==> src/rtl/mem_credit_arb.sv <==
// mem_credit_arb
// ----------------------------------------------------------------------------
// Multi-port credit manager and round-robin arbiter for one shared
// memory-network injection channel. Each of NPORT ports has a pool of
// MAXCREDIT credits. At most one request is granted per cycle, and only to a
// port that still holds credit. Credits come back through a single return
// channel. Protocol violations raise a sticky error flag.
//
// Ports:
//   gclk, rstn     clock; asynchronous active-low reset
//   req_valid      per-port request pending (held until granted)
//   gnt            registered one-hot grant
//   gnt_valid      a grant is being presented this cycle
//   gnt_port       encoded index of the granted port (0 when idle)
//   net_ready      network accepts an injection this cycle
//   ret_valid      credit return strobe
//   ret_port       port whose credit is returned
//   credit_empty   per-port counter == 0 (registered, post-update)
//   credit_full    per-port counter == MAXCREDIT (registered, post-update)
//   err            sticky protocol error (overflowing return or bad port)
//   err_port       port that caused the first error
//   stall_cnt      per-port 16-bit saturating stall counters
//                  (present only when MEM_CREDIT_STATS_EN is defined)
//
// Optional build macro: MEM_CREDIT_STATS_EN
// ----------------------------------------------------------------------------
module mem_credit_arb #(
  parameter int NPORT     = 4,
  parameter int MAXCREDIT = 64,
  parameter int CNTW      = $clog2(MAXCREDIT) + 1,
  parameter int PIDW      = (NPORT > 1) ? $clog2(NPORT) : 1
) (
  input  logic             gclk,
  input  logic             rstn,
  input  logic [NPORT-1:0] req_valid,
  output logic [NPORT-1:0] gnt,
  output logic             gnt_valid,
  output logic [PIDW-1:0]  gnt_port,
  input  logic             net_ready,
  input  logic             ret_valid,
  input  logic [PIDW-1:0]  ret_port,
  output logic [NPORT-1:0] credit_empty,
  output logic [NPORT-1:0] credit_full,
  output logic             err,
  output logic [PIDW-1:0]  err_port
`ifdef MEM_CREDIT_STATS_EN
  ,
  output logic [NPORT-1:0][15:0] stall_cnt
`endif
);

  localparam logic [CNTW-1:0] CNT_MAX   = CNTW'(MAXCREDIT);
  localparam logic [CNTW-1:0] CNT_ZERO  = {CNTW{1'b0}};
  localparam logic [CNTW-1:0] CNT_ONE   = CNTW'(1'b1);
  localparam logic [PIDW:0]   NPORT_W   = (PIDW+1)'(NPORT);
  localparam logic [PIDW-1:0] LAST_PORT = PIDW'(NPORT - 1);
  localparam logic [PIDW-1:0] PID_ZERO  = {PIDW{1'b0}};
  localparam logic [PIDW-1:0] PID_ONE   = PIDW'(1'b1);

  // State registers and next-state values
  logic [CNTW-1:0]  cnt_q [NPORT];
  logic [CNTW-1:0]  cnt_d [NPORT];
  logic [PIDW-1:0]  rr_ptr_q, rr_ptr_d;
  logic [NPORT-1:0] gnt_q, gnt_d;
  logic             gnt_valid_q, gnt_valid_d;
  logic [PIDW-1:0]  gnt_port_q, gnt_port_d;
  logic [NPORT-1:0] empty_q, empty_d;
  logic [NPORT-1:0] full_q, full_d;
  logic             err_q, err_d;
  logic [PIDW-1:0]  err_port_q, err_port_d;

  // Combinational helpers
  logic [NPORT-1:0] elig_s;
  logic [PIDW:0]    scan_idx_s;
  logic             win_found_s;
  logic [PIDW-1:0]  win_idx_s;
  logic             grant_s;
  logic [NPORT-1:0] dec_s;
  logic [NPORT-1:0] inc_s;
  logic             ret_ok_s;
  logic             ret_at_max_s;
  logic             ret_err_s;

  // Eligibility uses the pre-update count, so a return arriving in the same
  // cycle as a request on an empty port does not produce a grant until the
  // following cycle.
  always_comb begin
    elig_s = {NPORT{1'b0}};
    for (int i = 0; i < NPORT; i++) begin
      elig_s[i] = req_valid[i] & (cnt_q[i] != CNT_ZERO);
    end
  end

  // Round-robin search: start at rr_ptr_q, wrap modulo NPORT, first eligible wins
  always_comb begin
    win_found_s = 1'b0;
    win_idx_s   = PID_ZERO;
    scan_idx_s  = {(PIDW+1){1'b0}};
    for (int k = 0; k < NPORT; k++) begin
      // rr_ptr_q < NPORT and k < NPORT, so a single subtraction wraps correctly
      scan_idx_s  = {1'b0, rr_ptr_q} + (PIDW+1)'(k);
      scan_idx_s  = (scan_idx_s >= NPORT_W) ? (scan_idx_s - NPORT_W) : scan_idx_s;
      win_idx_s   = (!win_found_s && elig_s[scan_idx_s[PIDW-1:0]]) ?
                    scan_idx_s[PIDW-1:0] : win_idx_s;
      win_found_s = win_found_s | elig_s[scan_idx_s[PIDW-1:0]];
    end
    grant_s = net_ready & win_found_s;
  end

  // Per-port credit counter update and the post-update empty/full flags
  always_comb begin
    ret_ok_s     = ({1'b0, ret_port} < NPORT_W);
    ret_at_max_s = 1'b0;
    dec_s        = {NPORT{1'b0}};
    inc_s        = {NPORT{1'b0}};
    empty_d      = {NPORT{1'b0}};
    full_d       = {NPORT{1'b0}};
    for (int i = 0; i < NPORT; i++) begin
      cnt_d[i]     = cnt_q[i];
      dec_s[i]     = grant_s & (win_idx_s == PIDW'(i));
      inc_s[i]     = ret_valid & (ret_port == PIDW'(i));
      ret_at_max_s = ret_at_max_s | (inc_s[i] & (cnt_q[i] == CNT_MAX));
      case ({dec_s[i], inc_s[i]})
        2'b10:   cnt_d[i] = cnt_q[i] - CNT_ONE;
        // a return with nothing outstanding saturates; the error is raised below
        2'b01:   cnt_d[i] = (cnt_q[i] == CNT_MAX) ? CNT_MAX : (cnt_q[i] + CNT_ONE);
        default: cnt_d[i] = cnt_q[i];
      endcase
      empty_d[i] = (cnt_d[i] == CNT_ZERO);
      full_d[i]  = (cnt_d[i] == CNT_MAX);
    end
  end

  // Grant outputs, round-robin pointer and sticky error next state
  always_comb begin
    gnt_d       = {NPORT{1'b0}};
    gnt_valid_d = grant_s;
    gnt_port_d  = PID_ZERO;
    rr_ptr_d    = rr_ptr_q;
    if (grant_s) begin
      gnt_d[win_idx_s] = 1'b1;
      gnt_port_d       = win_idx_s;
      rr_ptr_d         = (win_idx_s == LAST_PORT) ? PID_ZERO : (win_idx_s + PID_ONE);
    end else begin
      gnt_d      = {NPORT{1'b0}};
      gnt_port_d = PID_ZERO;
      rr_ptr_d   = rr_ptr_q;
    end

    ret_err_s  = ret_valid & (~ret_ok_s | ret_at_max_s);
    err_d      = err_q | ret_err_s;
    err_port_d = err_port_q;
    // only the first offending port is recorded
    if (ret_err_s && !err_q) begin
      err_port_d = ret_port;
    end else begin
      err_port_d = err_port_q;
    end
  end

  // State registers with asynchronous reset to the full-credit idle state
  always_ff @(posedge gclk or negedge rstn) begin
    if (!rstn) begin
      for (int i = 0; i < NPORT; i++) begin
        cnt_q[i] <= CNT_MAX;
      end
      rr_ptr_q    <= PID_ZERO;
      gnt_q       <= {NPORT{1'b0}};
      gnt_valid_q <= 1'b0;
      gnt_port_q  <= PID_ZERO;
      empty_q     <= {NPORT{1'b0}};
      full_q      <= {NPORT{1'b1}};
      err_q       <= 1'b0;
      err_port_q  <= PID_ZERO;
    end else begin
      for (int i = 0; i < NPORT; i++) begin
        cnt_q[i] <= cnt_d[i];
      end
      rr_ptr_q    <= rr_ptr_d;
      gnt_q       <= gnt_d;
      gnt_valid_q <= gnt_valid_d;
      gnt_port_q  <= gnt_port_d;
      empty_q     <= empty_d;
      full_q      <= full_d;
      err_q       <= err_d;
      err_port_q  <= err_port_d;
    end
  end

  assign gnt          = gnt_q;
  assign gnt_valid    = gnt_valid_q;
  assign gnt_port     = gnt_port_q;
  assign credit_empty = empty_q;
  assign credit_full  = full_q;
  assign err          = err_q;
  assign err_port     = err_port_q;

`ifdef MEM_CREDIT_STATS_EN
  logic [NPORT-1:0][15:0] stall_q, stall_d;

  // Stall counters: a pending request that is not granted because the port
  // has no credit or another port won the arbitration
  always_comb begin
    stall_d = stall_q;
    for (int i = 0; i < NPORT; i++) begin
      if (req_valid[i] && !dec_s[i] && ((cnt_q[i] == CNT_ZERO) || grant_s)) begin
        stall_d[i] = (stall_q[i] == 16'hFFFF) ? stall_q[i] : (stall_q[i] + 16'd1);
      end else begin
        stall_d[i] = stall_q[i];
      end
    end
  end

  // Stall counter registers, cleared only by reset
  always_ff @(posedge gclk or negedge rstn) begin
    if (!rstn) begin
      stall_q <= {(NPORT*16){1'b0}};
    end else begin
      stall_q <= stall_d;
    end
  end

  assign stall_cnt = stall_q;
`endif

endmodule
==> config.mk <==
export PLATFORM = sky130hd
export DESIGN_NAME = mem_credit_arb
export DESIGN_NICKNAME = d
export VERILOG_FILES = /design/src/rtl/mem_credit_arb.sv
export SDC_FILE = /design/constraint.sdc
export NUM_CORES = 1
export LEC_CHECK = 0
export BUFFER_PORTS_ARGS = -buffer_cell sky130_fd_sc_hd__buf_2
export CAP_MARGIN = 20
export CORE_MARGIN = 1
export CORE_UTILIZATION = 50
export CTS_CLUSTER_DIAMETER = 100
export CTS_CLUSTER_SIZE = 25
export DETAILED_ROUTE_END_ITERATION = 10
export HOLD_SLACK_MARGIN = 0.06
export PLACE_DENSITY = 0.8
export SLEW_MARGIN = 10
export SYNTH_ARGS = -nofsm -noshare
export SYNTH_HDL_FRONTEND = slang
export SYNTH_SLANG_ARGS = --single-unit
export TNS_END_PERCENT = 30
==> constraint.sdc <==
create_clock -name gclk -period 4.95 [get_ports gclk]
set_clock_uncertainty 0.15 [all_clocks]
set_input_delay 0.495 -clock gclk [delete_from_list [all_inputs] [get_ports gclk]]
set_output_delay 0.495 -clock gclk [all_outputs]
set_load 0.05 [all_outputs]
==> out/qor.yml, run 1 <==
timing:
  worst_pin_slew_ns: 0.619
  fin_crit_sh_pct: 95.4
  slew_headroom_pct: 58.7
  post-route-min-period_ns: 4.72
  finalSetupViolations: 0
  hold_violations: 0
  setup_slack_ns: 0.230
  fmax_mhz: 212
  drv_slew: 0
place:
  dp_hpwl_um: 5940
  place_area_mm2: 0.00380
  place_congestion: 0.888
  port_buffers: 27
  place_ws_ns: 0.0867
cts:
  clk-insertion-delay-late_ns: 0.31
  cts_buffer_depth: 2
  cts-root-buf: "clkbuf_8"
  cts_tree: "built"
  htreeDepth: 2
  cts.sink_count: 48
  cts_hold_buf: 0
  cts_buffers: 5
  path_clk_slew_ns: 0.09
pwr:
  ir_drop_mv: 0.395
  powerDensity_mw_per_mm2: 728
  power_uw: 2860
  leakage_uw: 0.00172
synthesis:
  synth.avg_cell_area_um2: 8.30
  synth_xor_area_share_pct: 0.743
  muxShareOfSynthArea_pct: 2.69
  ys_seq_area_share_pct: 34.2
  synth_enable_flop_cells: 0
  syn_inst: 426
  synth_top_family_by_area: "compound AO/OA/AOI/OAI gates"
  synth.top_cell.area_share_pct: 28.3
  async_flop_share_pct: 100
  ys_top_cells_by_area: "dfrtp_1 (28%), ha_1 (7.1%), dfstp_2 (5.9%)"
  yosys.area_share.simple_pct: 22.8
  synth_seq_cells: 48
  synth.most_common_cell: "dfrtp_1"
  synth_cell_types: 68
  synth.cell_area_mm2: 0.00354
  synth_ff_type: "dfrtp_1"
  synth-adder-area-share_pct: 7.07
  synth_commonest_cells: "dfrtp_1 (40), nand2_1 (34), o21ai_0 (32), a21oi_1 (30), inv_1 (29)"
  synth_nets: 456
  synth_warnings: 0
  synth_compound_area_share_pct: 25.9
  yosysTopAreaCell: "dfrtp_1"
routing:
  first_iter_violations: 183
  drc_errors: 0
  ant_nets: 0
  first_pass_iters: 4
  wire_per_inst_um: 15.0
  post_drt_via_cell_ratio: 6.03
  wl_um: 8200
  via_count: 3286
floorplanning:
  rows: 30
  ios: 28
  core-area_mm2: 0.00683
  fp.dieW_um: 86.1
  die-area_mm2: 0.00741
  start_util_pct: 51.8
  die_h_um: 86.1
setup_path:
  critPathArrivalTime_ns: 4.82
  critPathSlowestCell: "or4_1"
  critPathKind: "register to register"
  start_kind: "register"
  crit_path_end_kind: "register"
  cp_slowest_stage_delay_ns: 0.52
  cp_data_required_time_ns: 5.05
  worst-path-max-fanout: 8
  crit_chain: "inv_1 -> ha_2 -> or3b_1 -> or3_4 -> o21ai_4 -> nor3b_1 -> a211o_1 -> nor2b_2 -> ha_1 -> and3_1 -> ha_1 -> nor2b_1 -> o21ai_0 -> o21ai_0 -> or4_1 -> or4b_4 -> nor2b_2"
grt:
  grt_pass1_wl_um: 13600
  grt_pass1_vias: 3059
  grt_max_degree: 49
  antenna_found_initial: 0
  busiest_layer: "met2"
  grt_usage_pct: 22.7
  gr-usage-met2_pct: 38.7
  grt_use_met3_pct: 4.14
  grt-ovfl-total: 0
  met1_usage_pct: 29.5
worst_hold_path:
  hold_path.class: "input pin to asynchronous set/reset pin"
final_layout:
  multiInputGateArea_mm2: 0.00212
  area_growth_syn_to_layout_pct: 11.0
  final_area_mm2: 0.00393
  layout.nets: 478
  final_layout_size_suffix_gt1_share_pct: 19.6
  nFillCells: 606
  regArea_mm2: 0.00121
  num_antenna_cells: 0
flow_run:
  drv_cap: 0
status:
  status: "complete, no violations"
[cells by family (layout without fill, tap and decap cells)]
family / count (synthesis) / in the layout
and+or+nand+nor: 152 / 152
AOI/OAI and AO/OA: 135 / 135
buffers and inverters: 59 / 82
DFF: 48 / 48
adders and majority gates: 20 / 20
muxes: 9 / 9
xor gates and xnor gates: 3 / 3
[critical path: cells and delay by family, from the launching register on]
kind | cells | cell delay (ns)
adders and majority gates | 3 | 0.71
DFF | 1 | 0.46
and+or+nand+nor | 9 | 2.60
AOI/OAI and AO/OA | 4 | 0.66
buffers and inverters | 1 | 0.09
[state kept, by name, indices dropped and copies added, names as in the netlist]
signal	cells
err	1
credit_full	4
cnt_q	28
rr_ptr_q	2
credit_empty	4
gnt	4
gnt_valid	1
gnt_port	2
err_port	2
[layout by cell type, fill, tap and decap left out, drive strengths merged, types with 3 or more instances in the layout]
master	instances
a211oi	7
a21o	5
a21oi	31
a221oi	3
a22oi	3
a31o	4
a31oi	4
and3	9
buf	44
clkbuf	6
dfrtp	40
dfstp	8
ha	20
inv	30
mux2	4
mux2i	5
nand2	34
nand2b	8
nand3	15
nand4	4
nor2	27
nor2b	8
nor3	14
nor3b	5
nor4	3
o211ai	3
o21ai	36
o21bai	4
o221ai	4
o22ai	4
o31ai	4
o41ai	3
or2	6
or3	4
or4	8
[cell type report]
type,instances,area share (%)
multi-input cells,319,54.1
flip-flops and latches,48,30.9
repair buffers,44,6.69
well taps,96,3.06
inverters,30,2.87
clock buffers,6,2.10
clock inverters,2,0.255
[worst paths after layout]
check                             from        endpoint  slack, ns  cells past startpoint
max in group asynchronous         rstn       cnt_q[22]       4.07                      2
setup reg to reg              cnt_q[1]  credit_full[1]       0.23                     17
hold / removal                    rstn        cnt_q[1]       0.11                      2
setup / recovery              cnt_q[1]  credit_full[1]       0.23                     17
min in group gclk            net_ready     rr_ptr_q[1]       0.34                      3
hold reg to reg            err_port[1]     err_port[1]       0.37                      1
[report_power, final]
part	switching (uW)	internal, uW	total (uW)
clock network	140	112	252
registers	192	574	766
logic	1120	716	1840
[per-layer routing]
layer  vias to the layer above  part of all wire, %
met2                       109                   49
met5                         -                    0
met4                         0                  1.4
met3                        15                  5.0
li1                       1593                    -
met1                      1569                   45
[stage by stage]
| step | setup TNS [ns] | util (%) | hold slack (ns) | std cells |
|---|---|---|---|---|
| 2_1_floorplan | 0 | - | 0.0494 | 426 |
| 3_3_place_gp | 0 | 55.7 | 0.340 | 537 |
| 3_5_place_dp | 0 | 55.7 | 0.354 | 537 |
| 4_1_cts | 0 | 57.0 | 0.144 | 545 |
| 5_1_grt | -0.00657 | 57.5 | 0.170 | 545 |
| 6_report | 0 | 57.5 | 0.111 | 545 |
[timing repair]
action | 4_1_cts | 5_1_grt
resized for setup | 0 | 9
buffers inserted | 0 | 0
endpoints found under the setup margin | 0 | 7
Power figures use the tool's default switching activity.
==> run 2, diff against run 1 <==
- CORE_UTILIZATION: 50 -> 55
- PLACE_DENSITY: 0.8 -> 0.86
==> run 2 against run 1 <==
Effect of this change: cell area rose by 1.2%; non-clock buffer count rose by 1; sequential cell count did not move; power rose by 4.5%; worst setup slack got worse by 0.051 ns; critical path depth rose by 2; combinational power rose by 4%; register-to-register slack got worse by 0.05 ns; die area fell by 8.9%; sequential share of layout area fell by 0.38 points; wire length rose by 4.3%; core utilization rose by 8.1 points; critical endpoint unchanged; highest routed layer unchanged.
==> out/qor.yml, run 2 (synthesis results as in run 1) <==
pwr:
  pwr-share-comb_pct: 64.2  # -0.2 points
  swShare_pct: 50.4  # -0.58 points
  clkPwrFrac_pct: 10.0  # +1.2 points
  pwr-share-seq_pct: 25.8  # -1.0 points
  powerDensity_mw_per_mm2: 751  # +3.2%
  p_sw_uw: 1500  # +3.3%
  p_int_uw: 1480  # +5.7%
  ir_drop_mv: 0.436  # +10%
  power_uw: 2990  # +4.5%
  leakage_uw: 0.00174  # +1.2%
grt:
  grt_usage_pct: 25.8  # +3.1 points
  grt_pass1_vias: 2959  # -3.3%
  grt-ovfl-total: 0  # unchanged
  antenna_found_initial: 0  # unchanged
  grt_pass1_wl_um: 13500  # -1.1%
  grt_max_degree: 49  # unchanged
floorplanning:
  die-area_mm2: 0.00676  # -8.9%
  rows: 28  # -6.7%
  core-area_mm2: 0.00606  # -11%
  start_util_pct: 58.4  # +6.6 points
  ios: 28  # unchanged
  fp.dieW_um: 82.2  # -4.5%
  die_h_um: 82.2  # -4.5%
cts:
  path_clk_slew_ns: 0.10  # about the same
  cts_buffer_depth: 2  # unchanged
  cts_buffers: 5  # unchanged
  clk-insertion-delay-late_ns: 0.32  # about the same
  htreeDepth: 2  # unchanged
  cts_tree: "built"
  cts.sink_count: 48  # unchanged
  cts-root-buf: "clkbuf_8"
final_layout:
  final_layout_size_suffix_gt1_share_pct: 20.2  # +0.62 points
  largest_reg_flops: 28  # unchanged
  final_common_cell: "dfrtp_1"
  regMostFlops: "cnt_q"
  layout.nets: 479  # +0.21%
  nFillCells: 487  # -20%
  area_growth_syn_to_layout_pct: 12.4
  final_cell_mix: "dfrtp_1 (38), nand2_1 (34), o21ai_0 (31)"
  num_antenna_cells: 0  # unchanged
setup_path:
  worst-path-max-fanout: 11  # +3
  cp_data_required_time_ns: 5.06  # about the same
  critPathArrivalTime_ns: 4.88  # +0.06 ns
  crit_path_end_kind: "register"
  critPathKind: "register to register"
  r2r_slack_ns: 0.18  # -0.05 ns
  start_kind: "register"
routing:
  wl_um: 8550  # +4.3%
  via_count: 3314  # +0.85%
  drc_errors: 0  # unchanged
  wire_per_inst_um: 16.3  # +8.3%
  first_pass_iters: 5  # +1
  ant_nets: 0  # unchanged
  post_drt_via_cell_ratio: 6.31  # +4.7%
  first_iter_violations: 274  # +50%
timing:
  hold_violations: 0  # unchanged
  slew_headroom_pct: 64.9  # +6.2 points
  post-route-min-period_ns: 4.77  # +0.0510 ns
  worst_pin_slew_ns: 0.523  # -0.0960 ns
  drv_slew: 0  # unchanged
  fmax_mhz: 210  # -1.1%
  finalSetupViolations: 0  # unchanged
  fin_crit_sh_pct: 96.4  # +1.0 points
  setup_slack_ns: 0.179  # -0.0510 ns
  hold_ws_ns: 0.334  # +0.223 ns
worst_hold_path:
  hold_path.class: "input pin to register"
place:
  dp_hpwl_um: 5920  # -0.25%
  place_ws_ns: -0.0442  # -0.131 ns
  port_buffers: 27  # unchanged
  place_congestion: 0.874  # -1.6%
flow_run:
  drv_cap: 0  # unchanged
status:
  status: "complete, no violations"
-- run 2: changes by cell type in the layout (fill, tap and decap cells not counted), moves of 2 or more --
cell	change
clkinv_2	-2
clkinv_4	+2
ha_1	-2
ha_4	+2
-- run 2: path summary, 6_finish.rpt --
path,start,to,depth (start not counted)
max in group asynchronous,rstn,credit_full[3],3
max reg2reg,cnt_q[1],credit_full[1],19
min,ret_port[0],err_port[0],2
max,cnt_q[1],credit_full[1],19
min in group asynchronous,rstn,cnt_q[15],2
min reg2reg,err_port[1],err_port[1],1
-- run 2: critical path: stages (launching register included) --
cell and delay, ns:
dfrtp_2 0.45, inv_1 0.09, ha_2 0.22, or3b_1 0.40
or3_4 0.40, o21ai_4 0.19, nor3b_1 0.20, a211o_1 0.19
nor2b_2 0.07, ha_1 0.20, and3_1 0.22, inv_1 0.14
ha_4 0.22, buf_4 0.17, nor2b_1 0.07, nand2_1 0.06
o21ai_0 0.10, or4_1 0.55, or4b_4 0.51, nor2b_2 0.13
-- run 2: repair_timing --
item / 4_1_cts / 5_1_grt
endpoints found under the setup margin: 2 / 6
hold endpoints to repair: 0 / 13
cloned: 0 / 0
buffers inserted: 0 / 1
hold buffers: 0 / 1
resized for setup: 2 / 13
-- run 2: area by class of cell --
cell class                      instances  area (um^2)  share of cell area, %
Sequential cell                        48         1210                   30.5
Multi-Input combinational cell        319         2150                   54.2
Tap cell                               75         93.8                   2.36
Clock inverter                          3         47.5                   1.20
Clock buffer                            5         68.8                   1.73
Timing Repair Buffer                   45          285                   7.18
Inverter                               30          113                   2.83
-- run 2: power groups by stage --
stage | logic (uW) | clock network [uW] | registers (uW)
after global placement | 1720 | 0 | 757
after floorplan | 1250 | 0 | 868
after detailed placement | 1790 | 0 | 769
after global routing | 2110 | 318 | 796
final | 1920 | 297 | 772
after CTS | 1810 | 300 | 762
-- run 2: per-stage QoR --
stage | setup TNS (ns) | cells | cell area, um^2 | utilization (%)
floorplan | 0 | 426 | 3540 | -
global placement | 0 | 514 | 3760 | 62.1
detailed placement | -0.0606 | 514 | 3760 | 62.1
CTS | 0 | 522 | 3880 | 64.1
global route | -0.0350 | 525 | 3980 | 65.6
finish | 0 | 525 | 3980 | 65.6
-- run 2: per-layer routing --
layer,vias to the layer above,global-route usage (%),wire (um)
met5,-,0,0
met4,0,9.65,191
met3,22,3.41,502
met2,123,43.6,4210
met1,1566,33.4,3650
li1,1603,-,-
==> run 3, diff against run 2 <==
- ABC_AREA: not set -> 1
==> run 3 against run 2 <==
Effect of this change: first-iteration DRC count shrank 23%; critical path depth grew 3; critical path type unchanged; sequential cell count is the same; synthesized cell count increased by 13%; area after synthesis increased by 0.39%; worst setup slack better by 1.1 ns; die area grew 0.38%; sequential power grew 4.5%; via count fell by 2.7%; core utilization is 2.6 points lower; clock power is 18% lower.
==> out/qor.yml, run 3 <==
status:
  status: "complete, no violations"
pwr:
  powerDensity_mw_per_mm2: 757  # +0.81%
  leakage_uw: 0.00195  # +12%
  ir_drop_mv: 0.387  # -11%
cts:
  clk-insertion-delay-late_ns: 0.31  # about the same
  htreeDepth: 2  # unchanged
  ctsResizeCount: 0  # -2
  cts_buffers: 5  # unchanged
  cts_buffer_depth: 2  # unchanged
  cts_tree: "built"
  cts.sink_count: 48  # unchanged
  cts-root-buf: "clkbuf_8"
  path_clk_slew_ns: 0.08  # -0.02 ns
setup_path:
  start_kind: "register"
  r2r_end: "credit_empty[1]"
  critPathLaunch: "cnt_q[7]"
  worst-path-max-fanout: 13  # +2
  crit_chain: "inv_1 -> ha_1 -> inv_1 -> nor3_4 -> nand2_2 -> nand3_2 -> nand3_1 -> nand2_2 -> nand2_1 -> nand3_1 -> nand3_1 -> inv_1 -> ha_1 -> nand2_4 -> ha_1 -> inv_1 -> o21ai_0 -> o22ai_1 -> nand2_1 -> nor2_1 -> nand2_1 -> nor2_1"
  critPathSlowestCell: "dfrtp_1"
  crit_path_end_kind: "register"
  cp_data_required_time_ns: 5.04  # -0.02 ns
  r2r_start: "cnt_q[7]"
  worst_r2r_path_depth: 22  # +3
  path_depth: 22  # +3
  critPathKind: "register to register"
  cp_common_cell: "inv_1"
  path_buf_inv: 4  # +1
  cp_slowest_stage_delay_ns: 0.41  # -0.14 ns
  r2r_slack_ns: 1.30  # +1.12 ns
  crit_end: "credit_empty[1]"
  crit_family: "simple AND/OR/NAND/NOR gates"
  critPathArrivalTime_ns: 3.74  # -1.14 ns
final_layout:
  final_cell_mix: "nand2_1 (95), inv_1 (63), nand3_1 (61)"
  nFillCells: 537  # +10%
  layout.nets: 535  # +12%
  largest_reg_flops: 28  # unchanged
  multiInputGateArea_mm2: 0.00196  # -9.1%
  final_layout_size_suffix_gt1_share_pct: 18.0  # -2.2 points
  num_antenna_cells: 0  # unchanged
  final_util_pct: 62.9  # -2.6 points
  regArea_mm2: 0.00121  # -0.21%
  regMostFlops: "cnt_q"
  area_growth_syn_to_layout_pct: 7.43
  final_common_cell: "nand2_1"
worst_hold_path:
  hold_path.class: "input pin to register"
  holdPathStages: 3  # +1
routing:
  wl_met1_um: 3320  # -9.2%
  ant_nets: 0  # unchanged
  wl_um: 7590  # -11%
  drc_errors: 0  # unchanged
  first_iter_violations: 212  # -23%
  first_pass_iters: 5  # unchanged
  routed-wl-met2_um: 3700  # -12%
  via_count: 3223  # -2.7%
  post_drt_via_cell_ratio: 5.55  # -12%
  wire_per_inst_um: 13.1  # -20%
  wl_met3_um: 388  # -23%
  top_layer: "met4"
grt:
  grt_pass1_wl_um: 12800  # -5.0%
  grt_usage_pct: 24.3  # -1.4 points
  antenna_found_initial: 0  # unchanged
  grt_pass1_vias: 2976  # +0.57%
  grt_max_degree: 49  # unchanged
  grt-ovfl-total: 0  # unchanged
timing:
  fmax_mhz: 274  # +31%
  hold_violations: 0  # unchanged
  worst_pin_slew_ns: 0.474  # -0.0494 ns
  finalSetupViolations: 0  # unchanged
  drv_slew: 0  # unchanged
  rsz0062_at_grt: "false"
  post-route-min-period_ns: 3.65  # -1.12 ns
  slew_headroom_pct: 68.4  # +3.5 points
  setup_slack_ns: 1.30  # +1.12 ns
  fin_crit_sh_pct: 73.8  # -23 points
  setup_tns_ns: 0  # unchanged
synthesis:
  synth_ff_type: "dfrtp_1"
  synth.most_common_cell: "nand2_1"
  syn_inst: 481  # +13%
  synth_seq_cells: 48  # unchanged
  synth.cell_area_mm2: 0.00355  # +0.39%
  synth_nets: 511  # +12%
  ys_top_cells_by_area: "dfrtp_1 (28%), nand2_1 (10%), nand3_1 (8.6%)"
  synth_commonest_cells: "nand2_1 (95), inv_1 (63), nand3_1 (61), nor2_1 (48), dfrtp_1 (40)"
  synth_cell_types: 43  # -37%
  synth.avg_cell_area_um2: 7.38  # -11%
  synth_enable_flop_cells: 0  # unchanged
  ys_seq_area_share_pct: 34.1  # -0.13 points
  yosysTopAreaCell: "dfrtp_1"
  synth.top_cell.area_share_pct: 28.2  # -0.11 points
  synth_warnings: 0  # unchanged
  async_flop_share_pct: 100  # unchanged
floorplanning:
  start_util_pct: 58.6  # +0.23 points
  die-area_mm2: 0.00678  # +0.38%
  die_h_um: 82.4  # +0.19%
  rows: 28  # unchanged
  ios: 28  # unchanged
  fp.dieW_um: 82.4  # +0.19%
  core-area_mm2: 0.00606  # unchanged
place:
  port_buffers: 27  # unchanged
  dp_hpwl_um: 5770  # -2.6%
  place_congestion: 0.964  # +10%
  place_ws_ns: 1.37  # +1.42 ns
flow_run:
  drv_cap: 0  # unchanged
-- run 3: worst min-delay path, cell delays in order --
cell	delay, ns
buf_2	0.13
nand3_1	0.08
nand2_1	0.04
-- run 3: through the flow --
| step | power, uW | hold WS, ns | instances | cell area (um^2) |
|---|---|---|---|---|
| 3_5_place_dp | 2610 | 0.325 | 571 | 3690 |
| 2_1_floorplan | 2300 | 0.0494 | 481 | 3550 |
| 5_1_grt | 3170 | 0.330 | 581 | 3810 |
| 6_report | 2890 | 0.328 | 581 | 3810 |
| 4_1_cts | 2870 | 0.268 | 579 | 3780 |
| 3_3_place_gp | 2540 | 0.315 | 571 | 3690 |
-- run 3: layout make-up --
type                            count  share of cell area [%]
Inverter                           76                    7.67
Clock inverter                      1                   0.197
Sequential cell                    48                    31.7
Tap cell                           75                    2.46
Timing Repair Buffer               29                    4.33
Clock buffer                        7                    2.26
Multi-Input combinational cell    345                    51.3
-- run 3: power by group --
group | leakage [uW] | internal, uW | switching (uW) | total [uW]
Combinational | 0.00131 | 612 | 1220 | 1840
Clock | 0.0000445 | 114 | 131 | 245
Sequential | 0.000591 | 582 | 225 | 807
Total | 0.00195 | 1310 | 1580 | 2890
-- run 3: timing repair --
item                                   in CTS  in global routing
hold buffers                                0                  1
setup endpoints to repair                   0                  0
setup buffers                               0                  0
endpoints found under the hold margin       0                 17
-- run 3: worst min path at each step --
stage / startpoint / to / slack [ns]
floorplan: rstn / cnt_q[0] / 0.05
global placement: err_port[0] / err_port[0] / 0.32
detailed placement: err_port[1] / err_port[1] / 0.32
CTS: rstn / gnt[3] / 0.27
global route: net_ready / rr_ptr_q[0] / 0.33
finish: net_ready / rr_ptr_q[0] / 0.33
-- run 3: layer usage --
layer / track usage [%] / vias to the layer above
li1: - / 1608
met1: 29.8 / 1470
met2: 42.5 / 122
met3: 4.29 / 23
met4: 8.77 / 0
met5: 0 / -
-- run 3: cells by family after synthesis --
family                   Yosys count  synth area share [%]
AO/OA/AOI/OAI                     58                  10.1
XOR/XNOR                           8                  1.97
flip-flops                        48                  34.1
adder cells (fa/ha/maj)           20                  7.05
buffers and inverters             88                  10.7
AND/OR/NAND/NOR                  259                  36.0
